<file path="config.mk">
export PLATFORM = sky130hd
export DESIGN_NAME = axis_pcie_tlp_log_capture
export DESIGN_NICKNAME = d
export VERILOG_FILES = /design/src/rtl/axis_pcie_tlp_log_pkg.sv /design/src/rtl/axis_pcie_tlp_log_fifo.sv /design/src/rtl/axis_pcie_tlp_log_capture.sv
export SDC_FILE = /design/constraint.sdc
export NUM_CORES = 2
export LEC_CHECK = 0
export BUFFER_PORTS_ARGS = -buffer_cell sky130_fd_sc_hd__buf_2
export CAP_MARGIN = 20
export CORE_MARGIN = 2
export CORE_UTILIZATION = 30
export DETAILED_ROUTE_END_ITERATION = 8
export HOLD_SLACK_MARGIN = 0.08
export SYNTH_ARGS = -nofsm -noshare
export SYNTH_HDL_FRONTEND = slang
export SYNTH_SLANG_ARGS = --single-unit
</file>
<file path="constraint.sdc">
create_clock -name clk -period 43.6 [get_ports clk]
set_clock_uncertainty 0.2 [all_clocks]
set_input_delay 8.72 -clock clk [delete_from_list [all_inputs] [get_ports clk]]
set_output_delay 8.72 -clock clk [all_outputs]
set_load 0.05 [all_outputs]
</file>
<file path="src/rtl/axis_pcie_tlp_log_pkg.sv">
// Record format and TLP header field offsets for the PCIe TLP log capture path.
// Optional macro AXIS_PCIE_TLP_LOG_PAYLOAD_EN adds payload_dw0 to the record.
package axis_pcie_tlp_log_pkg;

  localparam int TLP_LOG_BEATS_W = 12;
  localparam int TLP_LOG_TS_W    = 64;

  // Bit offsets of header fields within the SOP beat of tap_tdata
  localparam int HDR_LEN_LSB      = 0;
  localparam int HDR_LEN_W        = 10;
  localparam int HDR_FMT_TYPE_LSB = 24;
  localparam int HDR_TAG_LSB      = 40;
  localparam int HDR_REQ_ID_LSB   = 48;
  localparam int HDR_DW2_LSB      = 64;
  localparam int HDR_DW3_LSB      = 96;
  localparam int HDR_PLD_3DW_LSB  = 96;
  localparam int HDR_PLD_4DW_LSB  = 128;

  typedef enum logic {
    TLP_LOG_KIND_TLP  = 1'b0,
    TLP_LOG_KIND_DROP = 1'b1
  } tlp_log_kind_e;

  typedef struct packed {
    tlp_log_kind_e               kind;
    logic [TLP_LOG_TS_W-1:0]     ts;
    logic [7:0]                  fmt_type;
    logic [HDR_LEN_W-1:0]        len_dw;
    logic [15:0]                 req_id;
    logic [7:0]                  tag;
    logic [63:0]                 addr;
    logic [TLP_LOG_BEATS_W-1:0]  beats;
`ifdef AXIS_PCIE_TLP_LOG_PAYLOAD_EN
    logic [31:0]                 payload_dw0;
`endif
  } tlp_log_rec_t;

  // fmt[0] (fmt_type[5]) selects the 4DW header with a 64-bit address
  function automatic logic [63:0] tlp_addr(input logic [7:0] fmt_type,
                                           input logic [31:0] dw2,
                                           input logic [31:0] dw3);
    return fmt_type[5] ? {dw2, dw3} : {32'h0, dw2[31:2], 2'b00};
  endfunction

endpackage

</file>
<file path="src/rtl/axis_pcie_tlp_log_fifo.sv">
// Show-ahead FIFO for log records; dout reads as zero while empty.
module axis_pcie_tlp_log_fifo #(
  parameter type T     = logic [7:0],
  parameter int  DEPTH = 16
) (
  input  logic clk,
  input  logic rst_n,
  input  logic push,
  input  T     din,
  output logic full,
  input  logic pop,
  output T     dout,
  output logic empty
);

  localparam int AW = (DEPTH > 1) ? $clog2(DEPTH) : 1;

  T               mem [DEPTH];
  logic [AW-1:0]  wr_ptr_reg;
  logic [AW-1:0]  rd_ptr_reg;
  logic [AW:0]    count_reg;
  logic           do_push;
  logic           do_pop;

  assign empty   = (count_reg == '0);
  assign full    = (count_reg == (AW+1)'(DEPTH));
  assign do_pop  = pop & ~empty;
  // A push into a full FIFO only lands when a pop frees the slot this cycle
  assign do_push = push & (~full | do_pop);
  assign dout    = empty ? '0 : mem[rd_ptr_reg];

  always_ff @(posedge clk) begin
    if (do_push) mem[wr_ptr_reg] <= din;
  end

  always_ff @(posedge clk or negedge rst_n) begin
    if (!rst_n) begin
      wr_ptr_reg <= '0;
      rd_ptr_reg <= '0;
      count_reg  <= '0;
    end else begin
      if (do_push) wr_ptr_reg <= wr_ptr_reg + AW'(1);
      if (do_pop)  rd_ptr_reg <= rd_ptr_reg + AW'(1);
      case ({do_push, do_pop})
        2'b10:   count_reg <= count_reg + (AW+1)'(1);
        2'b01:   count_reg <= count_reg - (AW+1)'(1);
        default: count_reg <= count_reg;
      endcase
    end
  end

endmodule

</file>
<file path="src/rtl/axis_pcie_tlp_log_capture.sv">
// Passive AXI-S PCIe TLP tap: decodes headers, timestamps and queues log records.
// Optional macro AXIS_PCIE_TLP_LOG_PAYLOAD_EN captures the first payload DW.
module axis_pcie_tlp_log_capture
  import axis_pcie_tlp_log_pkg::*;
#(
  parameter int TDATA_W    = 256,
  parameter int FIFO_DEPTH = 16,
  parameter int TS_W       = 64
) (
  input  logic                              clk,
  input  logic                              SoftReset_n,
  input  logic                              capture_en,
  input  logic                              tap_tvalid,
  input  logic                              tap_tready,
  input  logic                              tap_tlast,
  input  logic [TDATA_W-1:0]                tap_tdata,
  output logic                              rec_valid,
  input  logic                              rec_ready,
  output logic [$bits(tlp_log_rec_t)-1:0]   rec_data,
  output logic [15:0]                       drop_cnt,
  output logic                              in_pkt
);

  typedef enum logic {ST_IDLE, ST_IN_PKT} state_e;

  state_e                      state_reg, state_next;
  logic                        skip_reg, skip_next;
  tlp_log_rec_t                cur_reg, cur_next;
  tlp_log_rec_t                sop_rec, tlp_rec, drop_rec, fifo_din, fifo_dout;
  logic [TS_W-1:0]             ts_reg;
  logic [TLP_LOG_TS_W-1:0]     ts_now;
  logic [TLP_LOG_BEATS_W-1:0]  beats_inc;
  logic [TLP_LOG_BEATS_W-1:0]  pend_drops_reg;
  logic                        drop_pend_reg;
  logic [15:0]                 drop_cnt_reg;
  logic [159:0]                hdr;
  logic                        beat, tlp_push, sum_push, tlp_drop, fifo_push, pop;
  logic                        fifo_full, fifo_empty;

  assign beat   = tap_tvalid & tap_tready;
  assign ts_now = TLP_LOG_TS_W'(ts_reg);

  // Narrow taps are zero-extended so the 4DW payload slice is always in range
  generate
    if (TDATA_W >= 160) begin : g_hdr_full
      assign hdr = tap_tdata[159:0];
    end else begin : g_hdr_pad
      assign hdr = {{(160-TDATA_W){1'b0}}, tap_tdata};
    end
  endgenerate

  always_ff @(posedge clk or negedge SoftReset_n) begin
    if (!SoftReset_n) ts_reg <= '0;
    else              ts_reg <= ts_reg + TS_W'(1);
  end

  always_comb begin
    sop_rec          = '0;
    sop_rec.kind     = TLP_LOG_KIND_TLP;
    sop_rec.ts       = ts_now;
    sop_rec.fmt_type = hdr[HDR_FMT_TYPE_LSB +: 8];
    sop_rec.len_dw   = hdr[HDR_LEN_LSB +: HDR_LEN_W];
    sop_rec.req_id   = hdr[HDR_REQ_ID_LSB +: 16];
    sop_rec.tag      = hdr[HDR_TAG_LSB +: 8];
    sop_rec.addr     = tlp_addr(hdr[HDR_FMT_TYPE_LSB +: 8],
                                hdr[HDR_DW2_LSB +: 32], hdr[HDR_DW3_LSB +: 32]);
    sop_rec.beats    = TLP_LOG_BEATS_W'(1);
`ifdef AXIS_PCIE_TLP_LOG_PAYLOAD_EN
    if (hdr[HDR_FMT_TYPE_LSB + 6])
      sop_rec.payload_dw0 = hdr[HDR_FMT_TYPE_LSB + 5] ? hdr[HDR_PLD_4DW_LSB +: 32]
                                                      : hdr[HDR_PLD_3DW_LSB +: 32];
`endif
  end

  assign beats_inc = (cur_reg.beats == '1) ? cur_reg.beats
                                           : cur_reg.beats + TLP_LOG_BEATS_W'(1);

  always_comb begin
    state_next = state_reg;
    skip_next  = skip_reg;
    cur_next   = cur_reg;
    tlp_push   = 1'b0;
    tlp_rec    = cur_reg;
    case (state_reg)
      ST_IDLE: begin
        if (beat) begin
          if (capture_en) begin
            if (tap_tlast) begin
              tlp_push = 1'b1;
              tlp_rec  = sop_rec;
            end else begin
              state_next = ST_IN_PKT;
              skip_next  = 1'b0;
              cur_next   = sop_rec;
            end
          end else if (!tap_tlast) begin
            // A skipped single-beat packet is already over; stay idle
            state_next = ST_IN_PKT;
            skip_next  = 1'b1;
          end
        end
      end
      ST_IN_PKT: begin
        if (beat) begin
          cur_next.beats = beats_inc;
          tlp_rec.beats  = beats_inc;
          if (tap_tlast) begin
            state_next = ST_IDLE;
            tlp_push   = ~skip_reg;
          end
        end
      end
      default: state_next = ST_IDLE;
    endcase
  end

  always_ff @(posedge clk or negedge SoftReset_n) begin
    if (!SoftReset_n) begin
      state_reg <= ST_IDLE;
      skip_reg  <= 1'b0;
      cur_reg   <= '0;
    end else begin
      state_reg <= state_next;
      skip_reg  <= skip_next;
      cur_reg   <= cur_next;
    end
  end

  assign pop      = rec_valid & rec_ready;
  assign tlp_drop = tlp_push & fifo_full & ~pop;
  // Summary waits for a free slot and yields to any TLP record
  assign sum_push = drop_pend_reg & ~fifo_full & ~tlp_push;

  always_comb begin
    drop_rec       = '0;
    drop_rec.kind  = TLP_LOG_KIND_DROP;
    drop_rec.ts    = ts_now;
    drop_rec.beats = pend_drops_reg;
  end

  assign fifo_push = tlp_push | sum_push;
  assign fifo_din  = tlp_push ? tlp_rec : drop_rec;

  always_ff @(posedge clk or negedge SoftReset_n) begin
    if (!SoftReset_n) begin
      drop_cnt_reg   <= '0;
      pend_drops_reg <= '0;
      drop_pend_reg  <= 1'b0;
    end else if (tlp_drop) begin
      if (drop_cnt_reg != 16'hFFFF) drop_cnt_reg <= drop_cnt_reg + 16'd1;
      if (pend_drops_reg != '1)     pend_drops_reg <= pend_drops_reg + TLP_LOG_BEATS_W'(1);
      drop_pend_reg <= 1'b1;
    end else if (sum_push) begin
      pend_drops_reg <= '0;
      drop_pend_reg  <= 1'b0;
    end
  end

  axis_pcie_tlp_log_fifo #(
    .T     (tlp_log_rec_t),
    .DEPTH (FIFO_DEPTH)
  ) u_fifo (
    .clk   (clk),
    .rst_n (SoftReset_n),
    .push  (fifo_push),
    .din   (fifo_din),
    .full  (fifo_full),
    .pop   (pop),
    .dout  (fifo_dout),
    .empty (fifo_empty)
  );

  assign rec_valid = ~fifo_empty;
  assign rec_data  = fifo_dout;
  assign drop_cnt  = drop_cnt_reg;
  assign in_pkt    = (state_reg == ST_IN_PKT);

endmodule

</file>
* Word level (Yosys, flattened, before mapping)
Memory sizes are Yosys's and may differ from the RTL's.
Cells that the tools add are included.
** Operators by class
- $add $sub $neg :: 8
- Equal/unequal tests :: 10
- Multiplexer cells :: 35
- Bitwise gates (word level) :: 17
- Reduce and logical (&&, ||, !) cells :: 8
** Operators with widths (count)
- $mux W182 :: 3
- $mux W183 :: 2
- $mux W170 :: 1
- $mux W12 :: 8
- $add A64 B1 Y64 const B :: 1
- $mux W64 :: 1
- $pmux W12 S2 :: 2
- $add A12 B1 Y12 const B :: 2
- $add A16 B1 Y16 const B :: 1
- $ne A16 B16 Y1 const B :: 1
- $mux W1 :: 15
- $eq A12 B12 Y1 const B :: 1
- $ne A12 B12 Y1 const B :: 1
- $pmux W5 S2 :: 1
- $add A4 B1 Y4 const B :: 2
- $and A1 B1 Y1 :: 8
- $not A1 Y1 :: 7
- $ne A2 B2 Y1 const B :: 3
- $reduce_and A3 Y1 :: 2
- $add A5 B1 Y5 const B :: 1
- $eq A5 B5 Y1 const B :: 1
- $logic_not A5 Y1 :: 1
- $sub A5 B1 Y5 const B :: 1
- $pmux W1 S2 :: 2
- 7 further kinds :: 10
** Storage, ports and cells
- Register bits :: 290
- RAM bits :: 2928
- Output and inout bits :: 201
- Memories :: 1
** Memories
- u_fifo.mem :: depth 16, width 183, rd ports 1, clocked after Yosys merged registers in 0, wr ports 1, line axis_pcie_tlp_log_fifo.sv:18 : T mem [DEPTH];

* Logic depth before layout (Yosys ltp)
- Depth in word-level cells :: 10
- Mapped depth :: 15
- Gate-level depth less buffers :: 12

* Hierarchy
Synthesis repeated with hierarchy kept, for this count alone.
** Second synthesis, totals
- Cell total of the unflattened synthesis :: 6362
- Area total of the unflattened synthesis :: 125366.5 µm²
** Modules (own cells, without submodules)
- axis_pcie_tlp_log_fifo :: times used 1, cells an instance 4566, area each 111090.3 µm²
- axis_pcie_tlp_log_capture :: times used 1, cells an instance 1796, area each 14276.2 µm²

* Worst setup path before layout
Ideal clock, no wire load.
- Path type :: input port to flip-flop
- From :: input tap_tvalid
- To :: memory u_fifo.mem[3][0] (netlist name), enable pin
- Arrival :: 22080 ps
- Data required time :: 42450 ps
- Setup slack :: 20370 ps
- Stages :: 6
- Path buffers :: 1
- Cells stage by stage :: and2_2 -> o2111a_1 -> a22o_2 -> clkbuf_1 -> nand2_1 -> nor3_1
** Between the ends
- Cells in the longest elaborated chain, start to end :: 9
- Elaborated cells on any way between the ends :: 10
- Classes of those cells :: mux (5); bitwise (5)
** RTL lines
- start, declared :: line axis_pcie_tlp_log_capture.sv:13 : input logic tap_tvalid,
- $and A1 B1 Y1 * :: line axis_pcie_tlp_log_capture.sv:40 : assign beat = tap_tvalid & tap_tready;
- $mux W1, on equally long branches :: line axis_pcie_tlp_log_capture.sv:104, axis_pcie_tlp_log_capture.sv:86
- $pmux W1 S2 * :: line axis_pcie_tlp_log_capture.sv:84 : case (state_reg)
- $not A1 Y1 :: line axis_pcie_tlp_log_capture.sv:132 : assign sum_push = drop_pend_reg & ~fifo_full & ~tlp_push;
- $and A1 B1 Y1 :: line axis_pcie_tlp_log_capture.sv:132
- $or A1 B1 Y1 * :: line axis_pcie_tlp_log_capture.sv:141 : assign fifo_push = tlp_push | sum_push;
- $and A1 B1 Y1 * :: line axis_pcie_tlp_log_fifo.sv:29 : assign do_push = push & (~full | do_pop);
- $mux W1 * :: line axis_pcie_tlp_log_fifo.sv:33 : if (do_push) mem[wr_ptr_reg] <= din;
- $mux W1 (not written as such) * :: line axis_pcie_tlp_log_fifo.sv:33
- end, declared :: line axis_pcie_tlp_log_fifo.sv:18
Every way passes the cells marked *; elsewhere a longest branch is shown, timed or not.

* Worst setup path in the final report
- From :: register u_fifo.rd_ptr_reg[0]
- To :: output rec_data[97]
** Between the ends
- Cells in the longest elaborated chain, start to end :: 2
** RTL lines
- start, declared :: line axis_pcie_tlp_log_fifo.sv:20 : logic [AW-1:0] rd_ptr_reg;
- start signal, assigned :: line axis_pcie_tlp_log_fifo.sv:43 : if (do_pop) rd_ptr_reg <= rd_ptr_reg + AW'(1);
- $mem_v2 Z16 W183
- $mux W183 :: line axis_pcie_tlp_log_fifo.sv:30 : assign dout = empty ? '0 : mem[rd_ptr_reg];
- end, declared :: line axis_pcie_tlp_log_capture.sv:19 : output logic [$bits(tlp_log_rec_t)-1:0] rec_data,
No other way between the ends.

==> impl_metrics.tcl <==
set metrics [dict create \
    outcome "completed" \
    cp_max_fo 107 \
    numCtsBuffers 339 \
    relSlewSlack_pct 17.35 \
    rows 237 \
    cts_tree "built" \
    netlist_area_um2 125900 \
    hpwlAfterDp_um 173300 \
    clk_latency_ns 0.91 \
    p_int_w 0.006136 \
    largest_reg_flops 2928 \
    ys_seq_area_share_pct 75.63 \
    drive_gt1_share_pct 28.22 \
    switchingPower_w 0.003027 \
    via_count 62108 \
    arrival_ns 6.89 \
    synth.most_common_cell "edfxtp_1" \
    critPathKind "flop to primary output" \
    p_per_area_nw_per_um2 62.89 \
    totalWireLength_um 329900 \
    end_kind "primary output" \
    grt_max_degree 164 \
    first_global_vias 64859 \
    ant_nets 0 \
    die-height_um 651.7 \
    final.setup.tns_ns 0 \
    ys_types 64 \
    setup_violations 0 \
    ios 464 \
    fin_crit_ns 15.81 \
    core_um2 417200 \
    rsz0062_at_grt "false" \
    tightestPinTransition_ns 1.240 \
    fin_nets 6941 \
    antenna_found_initial 28 \
    max-vdd-ir-drop_uv 56.98 \
    drt_iter0_markers 5883 \
    clk_pin_slew_ns 0.06 \
    start_kind "flop" \
    synth_top_area_share_pct 69.86 \
    synth_seq_cells 3218 \
    netlist_instances 6146 \
    async_reset_ff_share_pct 9.012 \
    hold_violations 0 \
    avgSynthCellArea_um2 20.48 \
    htreeDepth 5 \
    overflow 0 \
    seq_power_share_pct 38.8 \
    postCtsSetupRepairBufs 0 \
    synth_flop_cell "edfxtp_1" \
    max_freq_mhz 63.26 \
    cts-root-buf "clkbuf_16" \
    yosys-top-cells-area "edfxtp_1 (70%), mux4_2 (16%), dfrtp_1 (5.8%)" \
    cts_hold_buf 0 \
    worst_ep_required_time_ns 34.68 \
    hp-class "flop to flop" \
    initial_core_util_pct 30.17 \
    remaining_drc_errors 0 \
    die_area_um2 424700 \
    slew_viol_final 0 \
    netlist.top_cell.by_area "edfxtp_1" \
    grt_usage_pct 15.19 \
    portBuffers 313 \
    cts_buffer_depth 4 \
    drt-pass1-iter-count 8 \
    vias_per_cell 4.990 \
    yosys_warnings 0 \
    power_frac_comb_pct 30.8 \
    synthesis.nets 6422 \
    p_clk_share_pct 30.4 \
    p_leak_nw 46.57 \
    whs_ns 0.2715 \
    synth_commonest_cells "edfxtp_1 (2928), mux4_2 (915), nand2_1 (761)" \
    post_cts_resized 0 \
    place.gp.congestion 0.7667 \
    grt_pass1_wl_um 469900 \
    fin_crit_sh_pct 36.26 \
    synth_edf_count 2928 \
    swShare_pct 33.03 \
    die_x_um 651.7 \
    area_growth_pct 15.76 \
    routedWlPerCell_um 26.51 \
    cts_sinks 3218 \
    cap_violations 0 \
]
## worst paths after layout
path	from	end	slack, ns	cells past startpoint
max	u_fifo.rd_ptr_reg[0]	rec_data[97]	27.79	8
min	cur_reg[119]	cur_reg[119]	0.27	2
max reg2reg	flop	u_fifo.mem[5][21]	38.26	6
min reg2reg	cur_reg[119]	cur_reg[119]	0.27	2
max in group asynchronous	SoftReset_n	drop_cnt[3]	32.51	4
min in group asynchronous	SoftReset_n	cur_reg[137]	7.61	1
## metrics by stage
step | worst slack [ns] | instance area [um^2] | util, % | cells | power (W)
2_1_floorplan | 20.37 | 125900 | - | 6146 | 0.005683
3_3_place_gp | 28.46 | 134400 | 32.22 | 11763 | 0.006497
3_5_place_dp | 28.44 | 134500 | 32.23 | 11769 | 0.006520
4_1_cts | 27.40 | 145200 | 34.80 | 12386 | 0.009310
5_1_grt | 27.09 | 145700 | 34.92 | 12443 | 0.009528
6_report | 27.79 | 145700 | 34.92 | 12446 | 0.009163
## layout by cell type, fill, tap and decap left out, types with 94 or more instances in the layout
master / instances
edfxtp_1: 2928
nand2_1: 760
and2_1: 187
buf_2: 312
nand3_1: 113
dfrtp_1: 286
mux4_2: 915
buf_4: 183
clkbuf_1: 95
clkbuf_16: 345
a21oi_1: 94
## layout make-up
class                           count  area [um^2]
Fill cell                       38542       271500
Sequential cell                  3218        95200
Multi-Input combinational cell   2558        29290
Clock buffer                      457         9224
Tap cell                         5497         6878
Timing Repair Buffer              527         3525
Clock inverter                    160         1480
Inverter                           21        83.83
Antenna cell                        8        20.02
## worst max-delay path, stage by stage (launching register included)
cell     delay [ns]
dfrtp_4        0.78
buf_4          0.83
buf_4          0.89
buf_12         0.68
buf_4          0.88
mux4_2         0.61
mux4_2         0.48
and2_1         0.23
buf_2          0.24
## routing by layer
layer / routed length (um) / track usage [%] / vias up
met5: 0 / 0 / -
met4: 9639 / 4.379 / 0
met3: 17300 / 2.012 / 456
met2: 167200 / 26.48 / 2013
met1: 135700 / 19.80 / 33741
li1: - / - / 25898
## power groups by stage
stage               Combinational (W)  Clock, W  Sequential, W
finish                        0.00282   0.00278        0.00356
floorplan                     0.00207         0        0.00361
global placement              0.00289         0        0.00361
detailed placement            0.00290         0        0.00362
CTS                           0.00291   0.00285        0.00356
global route                  0.00300   0.00296        0.00357
## kinds of logic (layout without fill, tap and decap cells)
| group | after synthesis | count (layout) | synth area share (%) |
|---|---|---|---|
| mux | 950 | 950 | 16.65 |
| xor+xnor | 96 | 96 | 0.6681 |
| fa+ha+maj | 13 | 13 | 0.1292 |
| other cells | 0 | 8 | 0 |
| simple gates | 1270 | 1270 | 4.583 |
| flops | 3218 | 3218 | 75.63 |
| buf+inv | 370 | 1165 | 1.261 |
| compound gates | 229 | 229 | 1.078 |
(Power assumes the default switching activity.)
